### config.mk
export PLATFORM = sky130hd
export DESIGN_NAME = issue_ctrl
export DESIGN_NICKNAME = d
export VERILOG_FILES = /design/src/rtl/issue_ctrl.sv
export VERILOG_INCLUDE_DIRS = /design/src /design/src/rtl
export SDC_FILE = /design/constraint.sdc
export NUM_CORES = 1
export LEC_CHECK = 0
export CAP_MARGIN = 10
export CORE_ASPECT_RATIO = 1.25
export CORE_MARGIN = 2
export CORE_UTILIZATION = 43
export DETAILED_ROUTE_END_ITERATION = 8
export PLACE_DENSITY_LB_ADDON = 0.1
export SLEW_MARGIN = 0
export SYNTH_ARGS = -nofsm -noshare
export SYNTH_HDL_FRONTEND = slang
export SYNTH_SLANG_ARGS = --single-unit
export TNS_END_PERCENT = 100
### constraint.sdc
create_clock -name clk -period 4.6 [get_ports clk]
set_input_delay 0.46 -clock clk [delete_from_list [all_inputs] [get_ports clk]]
set_output_delay 0.46 -clock clk [all_outputs]
set_load 0.02 [all_outputs]
### src/rtl/header.vh
// Shared configuration for the issue controller: register-address width.
`ifndef AWIDTH
`define AWIDTH 5
`endif

### src/rtl/issue_ctrl.sv
// issue_ctrl: dual-issue (slot A older, slot B younger) issue controller.
// Detects load-use hazards against both EX pipes and intra-pair RAW/WAW hazards.
// On a pair hazard it splits the pair over two cycles. On a branch mispredict it
// flushes for FLUSH_CYCLES cycles.
// All outputs are combinational from the current state and inputs, and are
// forced to 0 while rst is high.
// Optional feature: define ISSUE_CTRL_STALL_CNT_EN to add ic_o_stall_cnt. This is
// a saturating count of cycles with hold=1 or state FLUSH.
//
// Handshake: there is no valid/ready pair. a_i_valid/b_i_valid mark occupied
// decode slots. ic_o_issue_* means the slot leaves decode at the next edge.
// ic_o_hold means decode keeps its contents for that edge.
`include "header.vh"

module issue_ctrl #(
    parameter int unsigned FLUSH_CYCLES = 2
) (
    input  logic              clk,
    input  logic              rst,
    input  logic              a_i_valid,
    input  logic              b_i_valid,
    input  logic [`AWIDTH-1:0] a_i_rs1,
    input  logic [`AWIDTH-1:0] a_i_rs2,
    input  logic [`AWIDTH-1:0] a_i_rd,
    input  logic [`AWIDTH-1:0] b_i_rs1,
    input  logic [`AWIDTH-1:0] b_i_rs2,
    input  logic [`AWIDTH-1:0] b_i_rd,
    input  logic              a_i_regwrite,
    input  logic              a_i_memread,
    input  logic              b_i_regwrite,
    input  logic              b_i_memread,
    input  logic [`AWIDTH-1:0] ex_a_i_rd,
    input  logic [`AWIDTH-1:0] ex_b_i_rd,
    input  logic              ex_a_i_regwrite,
    input  logic              ex_a_i_memread,
    input  logic              ex_b_i_regwrite,
    input  logic              ex_b_i_memread,
    input  logic              br_i_mispredict,
    output logic              ic_o_issue_a,
    output logic              ic_o_issue_b,
    output logic              ic_o_hold,
    output logic              ic_o_bubble,
    output logic              ic_o_flush,
    output logic [1:0]        ic_o_state
`ifdef ISSUE_CTRL_STALL_CNT_EN
    ,
    output logic [31:0]       ic_o_stall_cnt
`endif
);

    localparam int AW = `AWIDTH;
    localparam logic [3:0] LP_FLUSH_LOAD = 4'(FLUSH_CYCLES);

    typedef enum logic [1:0] {
        ST_RUN   = 2'd0,
        ST_SPLIT = 2'd1,
        ST_FLUSH = 2'd2,
        ST_BAD   = 2'd3
    } state_t;

    state_t     r_state;
    state_t     w_state_nxt;
    logic [3:0] r_flush_cnt;
    logic [3:0] w_flush_cnt_nxt;

    logic w_ex_a_load;
    logic w_ex_b_load;
    logic w_a_lu;
    logic w_b_lu;
    logic w_pair;

    logic       w_issue_a;
    logic       w_issue_b;
    logic       w_hold;
    logic       w_bubble;
    logic       w_flush;
    logic [1:0] w_state_out;

    // Hazard detection: register 0 is never live; invalid slots never hazard.
    always_comb begin
        w_ex_a_load = ex_a_i_memread & ex_a_i_regwrite;
        w_ex_b_load = ex_b_i_memread & ex_b_i_regwrite;

        w_a_lu = a_i_valid & (
                   ((a_i_rs1 != AW'(0)) &
                    ((w_ex_a_load & (a_i_rs1 == ex_a_i_rd)) |
                     (w_ex_b_load & (a_i_rs1 == ex_b_i_rd)))) |
                   ((a_i_rs2 != AW'(0)) &
                    ((w_ex_a_load & (a_i_rs2 == ex_a_i_rd)) |
                     (w_ex_b_load & (a_i_rs2 == ex_b_i_rd)))));

        w_b_lu = b_i_valid & (
                   ((b_i_rs1 != AW'(0)) &
                    ((w_ex_a_load & (b_i_rs1 == ex_a_i_rd)) |
                     (w_ex_b_load & (b_i_rs1 == ex_b_i_rd)))) |
                   ((b_i_rs2 != AW'(0)) &
                    ((w_ex_a_load & (b_i_rs2 == ex_a_i_rd)) |
                     (w_ex_b_load & (b_i_rs2 == ex_b_i_rd)))));

        w_pair = a_i_valid & b_i_valid & a_i_regwrite & (a_i_rd != AW'(0)) &
                 ((a_i_rd == b_i_rs1) | (a_i_rd == b_i_rs2) |
                  (b_i_regwrite & (a_i_rd == b_i_rd)));
    end

    // State and flush-counter register.
    always_ff @(posedge clk) begin
        if (rst) begin
            r_state     <= ST_RUN;
            r_flush_cnt <= 4'd0;
        end else begin
            r_state     <= w_state_nxt;
            r_flush_cnt <= w_flush_cnt_nxt;
        end
    end

    // Next-state and output decode; mispredict overrides every legal state.
    always_comb begin
        w_state_nxt     = r_state;
        w_flush_cnt_nxt = r_flush_cnt;
        w_issue_a       = 1'b0;
        w_issue_b       = 1'b0;
        w_hold          = 1'b0;
        w_bubble        = 1'b0;
        w_flush         = 1'b0;
        w_state_out     = r_state;

        if (rst) begin
            w_state_nxt     = ST_RUN;
            w_flush_cnt_nxt = 4'd0;
            w_state_out     = 2'd0;
        end else if (r_state == ST_BAD) begin
            // Illegal encoding: recover quietly to RUN.
            w_state_nxt     = ST_RUN;
            w_flush_cnt_nxt = 4'd0;
            w_state_out     = 2'd0;
        end else if (br_i_mispredict) begin
            w_flush         = 1'b1;
            w_bubble        = 1'b1;
            w_flush_cnt_nxt = LP_FLUSH_LOAD;
            w_state_nxt     = ST_FLUSH;
        end else begin
            case (r_state)
                ST_RUN: begin
                    if (w_a_lu | w_b_lu) begin
                        w_hold   = 1'b1;
                        w_bubble = 1'b1;
                    end else if (w_pair) begin
                        w_issue_a   = 1'b1;
                        w_hold      = 1'b1;
                        w_state_nxt = ST_SPLIT;
                    end else begin
                        w_issue_a = a_i_valid;
                        w_issue_b = b_i_valid;
                    end
                end
                ST_SPLIT: begin
                    // Slot A already left; only the held younger slot matters.
                    if (w_b_lu) begin
                        w_hold   = 1'b1;
                        w_bubble = 1'b1;
                    end else begin
                        w_issue_b   = 1'b1;
                        w_state_nxt = ST_RUN;
                    end
                end
                ST_FLUSH: begin
                    w_flush  = 1'b1;
                    w_bubble = 1'b1;
                    if (r_flush_cnt <= 4'd1) begin
                        w_flush_cnt_nxt = 4'd0;
                        w_state_nxt     = ST_RUN;
                    end else begin
                        w_flush_cnt_nxt = r_flush_cnt - 4'd1;
                    end
                end
                default: begin
                    w_state_nxt = ST_RUN;
                end
            endcase
        end
    end

    assign ic_o_issue_a = w_issue_a;
    assign ic_o_issue_b = w_issue_b;
    assign ic_o_hold    = w_hold;
    assign ic_o_bubble  = w_bubble;
    assign ic_o_flush   = w_flush;
    assign ic_o_state   = w_state_out;

`ifdef ISSUE_CTRL_STALL_CNT_EN
    logic [31:0] r_stall_cnt;

    // Saturating count of stalled cycles (held decode or flushing).
    always_ff @(posedge clk) begin
        if (rst) begin
            r_stall_cnt <= 32'd0;
        end else if ((w_hold | (r_state == ST_FLUSH)) && (r_stall_cnt != 32'hFFFF_FFFF)) begin
            r_stall_cnt <= r_stall_cnt + 32'd1;
        end
    end

    assign ic_o_stall_cnt = r_stall_cnt;
`endif

endmodule

Word-level counts from Yosys, hierarchy flattened
Index checks and enable logic that the tools add are counted.
Widths: inputs -> output; s select.
{"block": "op_classes", "add_sub_neg": 1, "n_mul": 0, "n_div": 0, "order_cmp": 1, "eq_ne": 22, "shifts": 0, "mux": 40, "bitwise": 30, "reduce_logical": 11}
{"operator": "$eq 5x5->1", "count": 11}
{"operator": "$mux 1", "count": 26}
{"operator": "$reduce_bool 5->1", "count": 5}
{"operator": "$and 1x1->1", "count": 21}
{"operator": "$mux 2", "count": 9}
{"operator": "$ne 3x3->1 const B", "count": 4}
{"operator": "$or 1x1->1", "count": 9}
{"operator": "$ne 2x2->1 const B", "count": 4}
{"operator": "$reduce_and 4->1", "count": 2}
{"operator": "$pmux 2 s3", "count": 1}
{"operator": "$eq 2x2->1 const B", "count": 2}
{"operator": "$le 4x1->1 const B", "count": 1}
{"operator": "$mux 4", "count": 1}
{"operator": "$pmux 1 s2", "count": 2}
{"operator": "$sub 4x1->4 const B", "count": 1}
{"operator": "$pmux 1 s3", "count": 1}
{"operator": "$reduce_or 3->1", "count": 1}
{"operator": "$eq 2x1->1 const B", "count": 1}
{"operator": "$logic_not 2->1", "count": 1}
{"operator": "$reduce_bool 2->1", "count": 1}
{"operator": "$reduce_or 2->1", "count": 1}
{"block": "totals", "regBits": 6, "latchBits": 0, "ramBits": 0, "rom_bits": 0, "input_bits": 53, "out_inout_bits": 7, "memories": 0}

Logic depth before layout (Yosys ltp)
Gate-level depths: netlist (run 1).
{"block": "depth", "word_depth": 12, "depth_mapped": 8, "mapped_depth_nobuf": 7}

Worst setup path before layout (run 1)
OpenSTA, ideal clock, no wires.
{"block": "synth_path", "path_type": "input-to-output", "from": "in b_i_rs2[1]", "to": "out ic_o_issue_a", "arrival_ps": 2123, "slack_ps": 2017, "path_stages": 5, "n_path_buf": 0, "path_cell_list": "or4_1 -> nor2_1 -> o22ai_1 -> a21o_1 -> nor4b_1"}
{"block": "synth_between", "elab_chain_cells": 12, "word_cells_on_any_way": 20, "cone_classes": "eq/ne (3); mux (6); bitwise (10); reduce/logical (1)"}
{"item": "start: declaration", "line": "issue_ctrl.sv:26", "rtl": "input logic [`AWIDTH-1:0] b_i_rs2,"}
{"item": "$eq 5x5->1 (on tied branches)", "line": "issue_ctrl.sv:97, issue_ctrl.sv:98"}
{"item": "$and 1x1->1 (on tied branches)", "line": "issue_ctrl.sv:97, issue_ctrl.sv:98"}
{"item": "$or 1x1->1", "line": "issue_ctrl.sv:97", "rtl": "((w_ex_a_load & (b_i_rs2 == ex_a_i_rd)) |"}
{"item": "$and 1x1->1", "line": "issue_ctrl.sv:96", "rtl": "((b_i_rs2 != AW'(0)) &"}
{"item": "$or 1x1->1", "line": "issue_ctrl.sv:95", "rtl": "(w_ex_b_load & (b_i_rs1 == ex_b_i_rd)))) |"}
{"item": "$and 1x1->1", "line": "issue_ctrl.sv:92", "rtl": "w_b_lu = b_i_valid & ("}
{"item": "$or 1x1->1", "line": "issue_ctrl.sv:144", "rtl": "if (w_a_lu | w_b_lu) begin"}
{"item": "$mux 1 *", "line": "issue_ctrl.sv:144"}
{"item": "$mux 1 *", "line": "issue_ctrl.sv:142", "rtl": "case (r_state)"}
{"item": "$mux 1 *", "line": "issue_ctrl.sv:136", "rtl": "end else if (br_i_mispredict) begin"}
{"item": "$mux 1 *", "line": "issue_ctrl.sv:131", "rtl": "end else if (r_state == ST_BAD) begin"}
{"item": "$mux 1 *", "line": "issue_ctrl.sv:127", "rtl": "if (rst) begin"}
{"item": "end: declaration", "line": "issue_ctrl.sv:39", "rtl": "output logic ic_o_issue_a,"}
Mark *: on every way between the ends. The rest lies on a longest branch, timed or not.

Worst setup path in the final report (run 1)
{"block": "layout_path", "from": "in a_i_rd[1]", "to": "out ic_o_issue_b"}
{"block": "layout_between", "elab_chain_cells": 10, "word_cells_on_any_way": 15, "cone_classes": "eq/ne (3); mux (6); bitwise (5); reduce/logical (1)"}
{"item": "start: declaration", "line": "issue_ctrl.sv:24", "rtl": "input logic [`AWIDTH-1:0] a_i_rd,"}
{"item": "$eq 5x5->1 (on tied branches)", "line": "issue_ctrl.sv:101, issue_ctrl.sv:102"}
{"item": "$or 1x1->1 or $and 1x1->1 (tied branches)", "line": "issue_ctrl.sv:101, issue_ctrl.sv:102"}
{"item": "$or 1x1->1", "line": "issue_ctrl.sv:101", "rtl": "((a_i_rd == b_i_rs1) | (a_i_rd == b_i_rs2) |"}
{"item": "$and 1x1->1 *", "line": "issue_ctrl.sv:100", "rtl": "w_pair = a_i_valid & b_i_valid & a_i_regwrite & (a_i_rd != AW'(0)) &"}
{"item": "$mux 1 *", "line": "issue_ctrl.sv:147", "rtl": "end else if (w_pair) begin"}
{"item": "$mux 1 *", "line": "issue_ctrl.sv:144"}
{"item": "$pmux 1 s2 *", "line": "issue_ctrl.sv:142"}
{"item": "$mux 1 *", "line": "issue_ctrl.sv:136"}
{"item": "$mux 1 *", "line": "issue_ctrl.sv:131"}
{"item": "$mux 1 *", "line": "issue_ctrl.sv:127"}
{"item": "end: declaration", "line": "issue_ctrl.sv:40", "rtl": "output logic ic_o_issue_b,"}
Marks and branches as above.

==> flow_summary.toml, run 1 <==
[logic_synthesis]
synth_top_family_by_area = "XOR/XNOR gates"
yosys_warnings = 0
synth_cell_types = 37
synth_common_cells = "xnor2_1, xor2_1, nor2_1"
synthCells = 157
ys_top_cells_by_area = "xnor2_1, xor2_1, dfxtp_1"
synthSimpleGateAreaFrac_pct = 25.5
synthArstFlopShare_pct = 0
yosysSeqAreaShare_pct = 10.3
synthFlopType = "dfxtp_1"
yosys.area.top_type = "xnor2_1"
synth-edff-count = 0
synth_top_cell_area_share_pct = 28.7
synthXorXnorAreaFrac_pct = 41.5
synth-seq-cells = 6
synthesis.area_mm2 = 0.00116
yosys.area_share.adder_pct = 2.16
synth.area.mux_share_pct = 0
synth-compound-area-share_pct = 16.7
synth_area_per_cell_um2 = 7.40
yosys.cell_count.top_type = "xnor2_1"
synth_fp_nets = 212

[setup_path]
r2r_slack_ns = 3.00
cp-endpoint = "ic_o_issue_b"
cp_max_fo = 4
reg2regPathDepth = 5
arrival_ns = 3.07
path_class = "input pin to output port"
r2r-start = "r_state[1]"
worstSetupEndpointType = "output port"
r2r-end = "r_flush_cnt[3]"
critPathLaunch = "a_i_rd[1]"
start_kind = "input pin"
crit_required_ns = 4.14

[hold_path]
hp-class = "flip-flop to flip-flop"

[sta]
slew_violations = 0
fin_setup_tns_ns = 0
fin_crit_sh_pct = 76.7
hold_viol = 0
setup_viol = 0
period_minus_slack_ns = 3.53
rsz0062_at_grt = "false"
tightest_slew_ns = 0.442
slew_headroom_pct = 70.3
skew_ns = 0.00425
max_freq_mhz = 283

[routing]
drc_errors = 0
wl_per_cell_um = 14.1
route.antenna.remaining_nets = 0
firstDrtPassIters = 4
vias = 1357
via_per_inst = 5.56
drtIter0Drc = 19
wl_mm = 3.45

[clocking]
cts.repair.resized = 0
insertion_delay_ns = 0.25
tritoncts = "yes"
clockRootBuffer = "clkbuf_4"
post_cts.repair.setup_buffers = 0
cts_buffer_depth = 2
cts_buffers = 3
ctsHoldBuffers = 0
cts_sinks = 6
clk_pin_slew_ns = 0.05
htree_levels = 1

[finish]
antennaDiodeCount = 0
fill_cells = 234
drive_gt1_share_pct = 2.38
fin_nets = 267
syn2layout_area_growth_pct = 51.9

[global_route]
use_met3_pct = 1.68
track_usage_pct = 22.1
grt_max_degree = 13
met1_usage_pct = 20.1
grt_use_met2_pct = 44.6
grt_pass1_vias = 1360
overflow = 0
grt_pass1_wl_mm = 5.53
grt-busiest-layer = "met2"
antenna_found_initial = 0

[power]
p_leak_nw = 0.575
power_density_mw_per_mm2 = 148
power_w = 0.000261
vdd_drop_max_v = 0.0000867

[place]
numPortBuffers = 57
gp_congestion = 0.871
hpwl_mm = 2.97

[flow_run]
maxCapViolCount = 0

[floorplanning]
core_mm2 = 0.00263
die_h_um = 62.1
ios = 60
start_util_pct = 44.2
num_rows = 21
dieArea_mm2 = 0.00313
die_w_um = 50.5

[run_status]
outcome = "finished clean"
-- per-stage QoR --
stage | setup slack (ns) | std cells | hold WS, ns | cell area [µm²] | utilization [%]
6_report | 1.07 | 244 | 0.546 | 1760 | 67.1
3_3_place_gp | 1.11 | 241 | 0.523 | 1740 | 66.3
5_1_grt | 0.956 | 244 | 0.583 | 1760 | 67.1
2_1_floorplan | 2.02 | 157 | 0.496 | 1160 | -
3_5_place_dp | 1.07 | 241 | 0.535 | 1740 | 66.3
4_1_cts | 1.07 | 244 | 0.545 | 1760 | 67.1
-- worst max-delay path, stage by stage --
cell             delay, ns
clkdlybuf4s50_1       0.52
or4_1                 0.56
o2111ai_1             0.18
a21oi_1               0.12
nand3b_1              0.21
a2111oi_2             0.36
clkdlybuf4s50_1       0.66
-- layout by cell type, fill, tap and decap left out, types with 2 or more instances in the layout --
cell / n
clkbuf_4: 3
clkdlybuf4s50_1: 57
nand3_1: 8
nor4_1: 3
o32ai_1: 2
xor2_1: 17
nand4_1: 7
xnor2_1: 38
a21oi_1: 9
inv_1: 3
ha_1: 2
nand2_1: 8
o31ai_1: 2
nor2_1: 16
or4_1: 4
nor2b_1: 2
dfxtp_1: 6
nor3_1: 5
-- layout make-up --
type	count	area [µm²]	area share [%]
multi-input cells	141	997	56.5
well taps	34	42.5	2.41
inverters	3	11.3	0.638
flip-flops and latches	6	120	6.81
clock buffers	3	22.5	1.28
repair buffers	57	571	32.3
-- logic make-up (layout without fill, tap and decap cells) --
kind of cell | Yosys count | after routing
AO/OA/AOI/OAI | 26 | 26
XOR/XNOR | 55 | 55
adder cells (fa/ha/maj) | 2 | 2
buffers and inverters | 10 | 63
flip-flops | 6 | 6
AND/OR/NAND/NOR | 58 | 58
-- per-layer routing --
layer  routed length, µm  up-vias
met5                   0        -
met4                  56        0
met3                 140        8
met2                2030       45
met1                1220      637
li1                    -      667
-- state kept, by name (all words and copies together), names as in the netlist --
register	cells
r_flush_cnt	4
r_state	2
-- how the worst min path moves through the flow --
stage | from | endpoint | slack [ns] | cells after the start
floorplan | r_flush_cnt[3] | r_flush_cnt[3] | 0.50 | 2
global placement | r_flush_cnt[2] | r_flush_cnt[2] | 0.52 | 2
detailed placement | r_flush_cnt[3] | r_flush_cnt[3] | 0.53 | 2
CTS | r_flush_cnt[3] | r_flush_cnt[3] | 0.55 | 2
global route | r_flush_cnt[3] | r_flush_cnt[3] | 0.58 | 2
finish | r_flush_cnt[3] | r_flush_cnt[3] | 0.55 | 2
-- report_power, final --
group	switching, W	total [W]	internal [W]
sequential	0.00000410	0.0000584	0.0000543
clock	0.0000209	0.0000505	0.0000296
combinational	0.0000672	0.000152	0.0000847
No activity file was read; power rests on OpenSTA's default activity.
==> run 2: changes to the inputs <==
Settings changed: CORE_UTILIZATION 43 to 36.
Clock period 4.6 ns to 2.9 ns, I/O delays scaled along.
==> run 2 against run 1 <==
Effect of this change: utilization down 4.8 points; clock power grew 140%; die area increased by 18%; register-to-register slack lost 1.7 ns; critical path type unchanged; largest power group unchanged; non-clock buffer count rose by 23; critical endpoint is now ic_o_bubble.
==> flow_summary.toml, run 2 (synthesis results as in run 1) <==
[sta]
rsz0062_at_grt = "false"
slew_headroom_pct = 69.5
hold_viol = 0
fin_ws_ns = 0.136
setup_viol = 0
fin_crit_sh_pct = 95.3
period_minus_slack_ns = 2.76
skew_ns = 0.00124
fin_setup_tns_ns = 0
tightest_slew_ns = 0.454
max_freq_mhz = 362
slew_violations = 0

[setup_path]
worstPathCellList = "clkdlybuf4s50_1 -> buf_4 -> xnor2_1 -> nand4_1 -> o32ai_1 -> a22o_1 -> a21oi_1 -> o31ai_1 -> dlygate4sd2_1"
slowest_delay_ns = 0.58
cp_max_fo = 4
crit_required_ns = 2.61
slowest_stage = "clkdlybuf4s50_1"
arrival_ns = 2.47
start_kind = "input pin"
path_class = "input pin to output port"
worstSetupEndpointType = "output port"
reg2regPathDepth = 6

[flow_run]
maxCapViolCount = 0

[finish]
fill_cells = 302
largestRegisters = "r_flush_cnt x4, r_state x2"
largest-register = "r_flush_cnt"
final_cell_mix = "clkdlybuf4s50_1, xnor2_1, buf_4"
syn2layout_area_growth_pct = 68.3
antennaDiodeCount = 0
layout_commonest_cell = "clkdlybuf4s50_1"
largest_reg_flops = 4
fin_nets = 290
drive_gt1_share_pct = 12.0

[floorplanning]
start_util_pct = 37.0
die_w_um = 54.8
num_rows = 23
core_mm2 = 0.00314
dieArea_mm2 = 0.00370
die_h_um = 67.5
ios = 60

[routing]
via_per_inst = 5.07
vias = 1368
wl_per_cell_um = 12.8
drc_errors = 0
route.antenna.remaining_nets = 0
drtIter0Drc = 27
firstDrtPassIters = 4
wl_mm = 3.45

[clocking]
ctsHoldBuffers = 0
post_cts.repair.setup_buffers = 0
htree_levels = 1
clockRootBuffer = "clkbuf_8"
clk_pin_slew_ns = 0.03
cts_sinks = 6
cts_buffer_depth = 2
tritoncts = "yes"
cts.repair.resized = 4
cts_buffers = 3
insertion_delay_ns = 0.22

[global_route]
antenna_found_initial = 0
use_met3_pct = 0.664
grt-busiest-layer = "met2"
track_usage_pct = 19.8
met1_usage_pct = 19.6
overflow = 0
grt_max_degree = 13
grt_use_met2_pct = 41.1
grt_pass1_wl_mm = 5.43
grt_pass1_vias = 1319

[place]
dp_slack_ns = -0.134
gp_congestion = 0.871
hpwl_mm = 3.10
numPortBuffers = 57

[hold_path]
hp-class = "flip-flop to flip-flop"
min_path_cells = 2

[power]
power_density_mw_per_mm2 = 243
p_leak_nw = 0.710
vdd_drop_max_v = 0.000170

[run_status]
outcome = "finished clean"
[run 2: cell count changes in the layout (fill, tap and decap cells not counted)]
cell / change
dlygate4sd2_1: +4
buf_4: +23
clkbuf_4: -3
clkdlybuf4s50_1: -4
clkbuf_8: +3
[run 2: metrics by stage]
stage	power, W	cells	cell area, µm²	hold WS (ns)	utilization (%)
floorplan	0.000214	157	1160	0.414	-
global placement	0.000349	267	1920	0.521	61.1
detailed placement	0.000358	267	1920	0.537	61.1
CTS	0.000480	270	1950	0.547	62.3
global route	0.000505	270	1950	0.573	62.3
finish	0.000475	270	1950	0.541	62.3
[run 2: final cells by class]
class	count	area [µm²]	area share (%)
Inverter	3	11.3	0.576
Sequential cell	6	120	6.15
Clock buffer	3	41.3	2.11
Timing Repair Buffer	80	738	37.8
Tap cell	37	46.3	2.37
Multi-Input combinational cell	141	997	51.0
[run 2: per-layer routing]
metal | vias to the layer above | share of wire, %
met5 | - | 0
met4 | 0 | 1.3
met3 | 5 | 2.6
met2 | 31 | 58
met1 | 620 | 38
li1 | 712 | -
[run 2: worst max-delay path, delay by kind of cell]
family | cells | cell delay [ns]
buffers and inverters | 3 | 1.10
AO/OA/AOI/OAI | 4 | 0.89
AND/OR/NAND/NOR | 1 | 0.09
XOR/XNOR | 1 | 0.10
[run 2: final timing paths]
check,start,endpoint,slack (ns)
worst max-delay path,ex_a_i_rd[1],ic_o_bubble,0.14
worst max register to register,r_state[1],r_state[1],1.31
worst min-delay path,r_flush_cnt[3],r_flush_cnt[3],0.54
worst min register to register,r_flush_cnt[3],r_flush_cnt[3],0.54
[run 2: power breakdown]
group / internal [W] / leakage (nW) / switching [W] / total (W)
logic: 0.000151 / 0.639 / 0.000109 / 0.000260
clock network: 0.0000889 / 0.0216 / 0.0000334 / 0.000122
registers: 0.0000866 / 0.0490 / 0.00000623 / 0.0000929
==> run 3: changes to the inputs <==
==> constraint.sdc (replaced) <==
create_clock -name clk -period 2.9 [get_ports clk]
set_input_delay 0.58 -clock clk [delete_from_list [all_inputs] [get_ports clk]]
set_output_delay 0.58 -clock clk [all_outputs]
set_load 0.02 [all_outputs]
==> run 3 against run 2 <==
Effect of this change: sequential cell count is the same; first-iteration DRC count shrank 19%; critical endpoint is now ic_o_issue_b; largest cell class unchanged; register-to-register slack lost 0.11 ns; clock power barely moved.
==> flow_summary.toml, run 3 (synthesis results as in run 1) <==
[routing]
vias = 1415
route.antenna.remaining_nets = 0
drtIter0Drc = 22
wl_mm = 3.66
firstDrtPassIters = 4
wl_per_cell_um = 13.2
via_per_inst = 5.09
drc_errors = 0

[clocking]
htree_levels = 1
cts_buffers = 3
insertion_delay_ns = 0.22
ctsHoldBuffers = 0
clk_pin_slew_ns = 0.03
tritoncts = "yes"
clockRootBuffer = "clkbuf_8"
cts_sinks = 6
cts_buffer_depth = 2

[floorplanning]
ios = 60
start_util_pct = 37.0
core_mm2 = 0.00314
die_w_um = 54.8
die_h_um = 67.5
num_rows = 23
dieArea_mm2 = 0.00370

[global_route]
grt_max_degree = 13
overflow = 0
grt_pass1_vias = 1388
track_usage_pct = 19.9
grt_pass1_wl_mm = 5.53
antenna_found_initial = 0

[finish]
largestRegisters = "r_flush_cnt x4, r_state x2"
largest_reg_flops = 4
fill_cells = 296
syn2layout_area_growth_pct = 75.3
regArea_um2 = 120
fin_util_pct = 64.9
final_cell_mix = "xnor2_1, buf_4, dlygate4sd2_1"
largest-register = "r_flush_cnt"
drive_gt1_share_pct = 25.7
fin_nets = 298
multiInputGateArea_mm2 = 0.00107
layout_commonest_cell = "xnor2_1"
antennaDiodeCount = 0

[place]
dp_slack_ns = -0.753
numPortBuffers = 57
hpwl_mm = 3.20
gp_congestion = 0.828

[setup_path]
arrival_ns = 2.31
crit_required_ns = 2.32
slowest_stage = "or4_4"
cp_max_fo = 3
slowest_delay_ns = 0.54
worstPathCellList = "clkdlybuf4s15_1 -> or4_4 -> nor2_4 -> o22ai_2 -> a21o_1 -> a2111oi_4 -> buf_4"
start_kind = "input pin"
worstSetupEndpointType = "output port"
path_class = "input pin to output port"

[sta]
hold_viol = 0
slew_violations = 0
tightest_slew_ns = 0.488
max_freq_mhz = 346
fin_ws_ns = 0.0139
rsz0062_at_grt = "true"
slew_headroom_pct = 67.2
period_minus_slack_ns = 2.89
fin_crit_sh_pct = 99.5
setup_viol = 0
skew_ns = 0.00134

[power]
p_leak_nw = 0.800
power_w = 0.000474
vdd_drop_max_v = 0.000151
power_density_mw_per_mm2 = 233

[flow_run]
maxCapViolCount = 0

[run_status]
outcome = "finished clean"

[hold_path]
hp-class = "flip-flop to flip-flop"
-- run 3: cell types whose count changed in the layout (fill, tap and decap cells not counted), sizes merged --
cell	previous run	this run
clkdlybuf4s50	53	17
dlygate4sd2	4	21
buf	23	37
clkdlybuf4s15	0	7
clkbuf	3	8
dlymetal6s2s	0	1
-- run 3: layout make-up --
cell class,count,share of cell area [%]
inverters,3,0.553
flip-flops and latches,6,5.90
repair buffers,88,36.6
well taps,37,2.27
multi-input cells,141,52.6
clock buffers,3,2.03
-- run 3: critical path: cells and delay by family --
family | cells | cell delay [ns]
AO/OA/AOI/OAI | 3 | 0.66
buffers and inverters | 2 | 0.41
AND/OR/NAND/NOR | 2 | 0.66
-- run 3: path summary, 6_finish.rpt --
path | start | endpoint | slack [ns] | depth (start not counted)
max | b_i_rs1[1] | ic_o_issue_b | 0.01 | 7
min | r_flush_cnt[2] | r_flush_cnt[2] | 0.55 | 2
min reg2reg | r_flush_cnt[2] | r_flush_cnt[2] | 0.55 | 2
max reg2reg | r_state[1] | r_state[1] | 1.20 | 6
-- run 3: per-layer routing --
metal / vias to the layer above / routed length [µm] / track usage (%)
met4: 0 / 8 / 3.75
met5: - / 0 / 0
met3: 2 / 105 / 1.99
met1: 653 / 1380 / 19.8
li1: 728 / - / -
met2: 32 / 2160 / 41.7
-- run 3: per-stage QoR --
step	setup TNS, ns	instances	area [µm²]	hold slack (ns)
global route	-0.131	278	2040	0.594
global placement	-2.78	273	1960	0.526
detailed placement	-2.87	273	1960	0.542
CTS	-0.00910	277	1970	0.550
finish	0	278	2040	0.546
floorplan	0	157	1160	0.496
-- run 3: what timing repair did --
action                     4_1_cts  5_1_grt
pin swaps                       11       18
setup buffers                    1        1
resized for setup               72       29
setup endpoints to repair        4        4
-- run 3: where the power goes --
group / internal [W] / switching (W) / total, W
Clock: 0.0000887 / 0.0000302 / 0.000119
Combinational: 0.000144 / 0.000117 / 0.000261
Sequential: 0.0000866 / 0.00000700 / 0.0000936
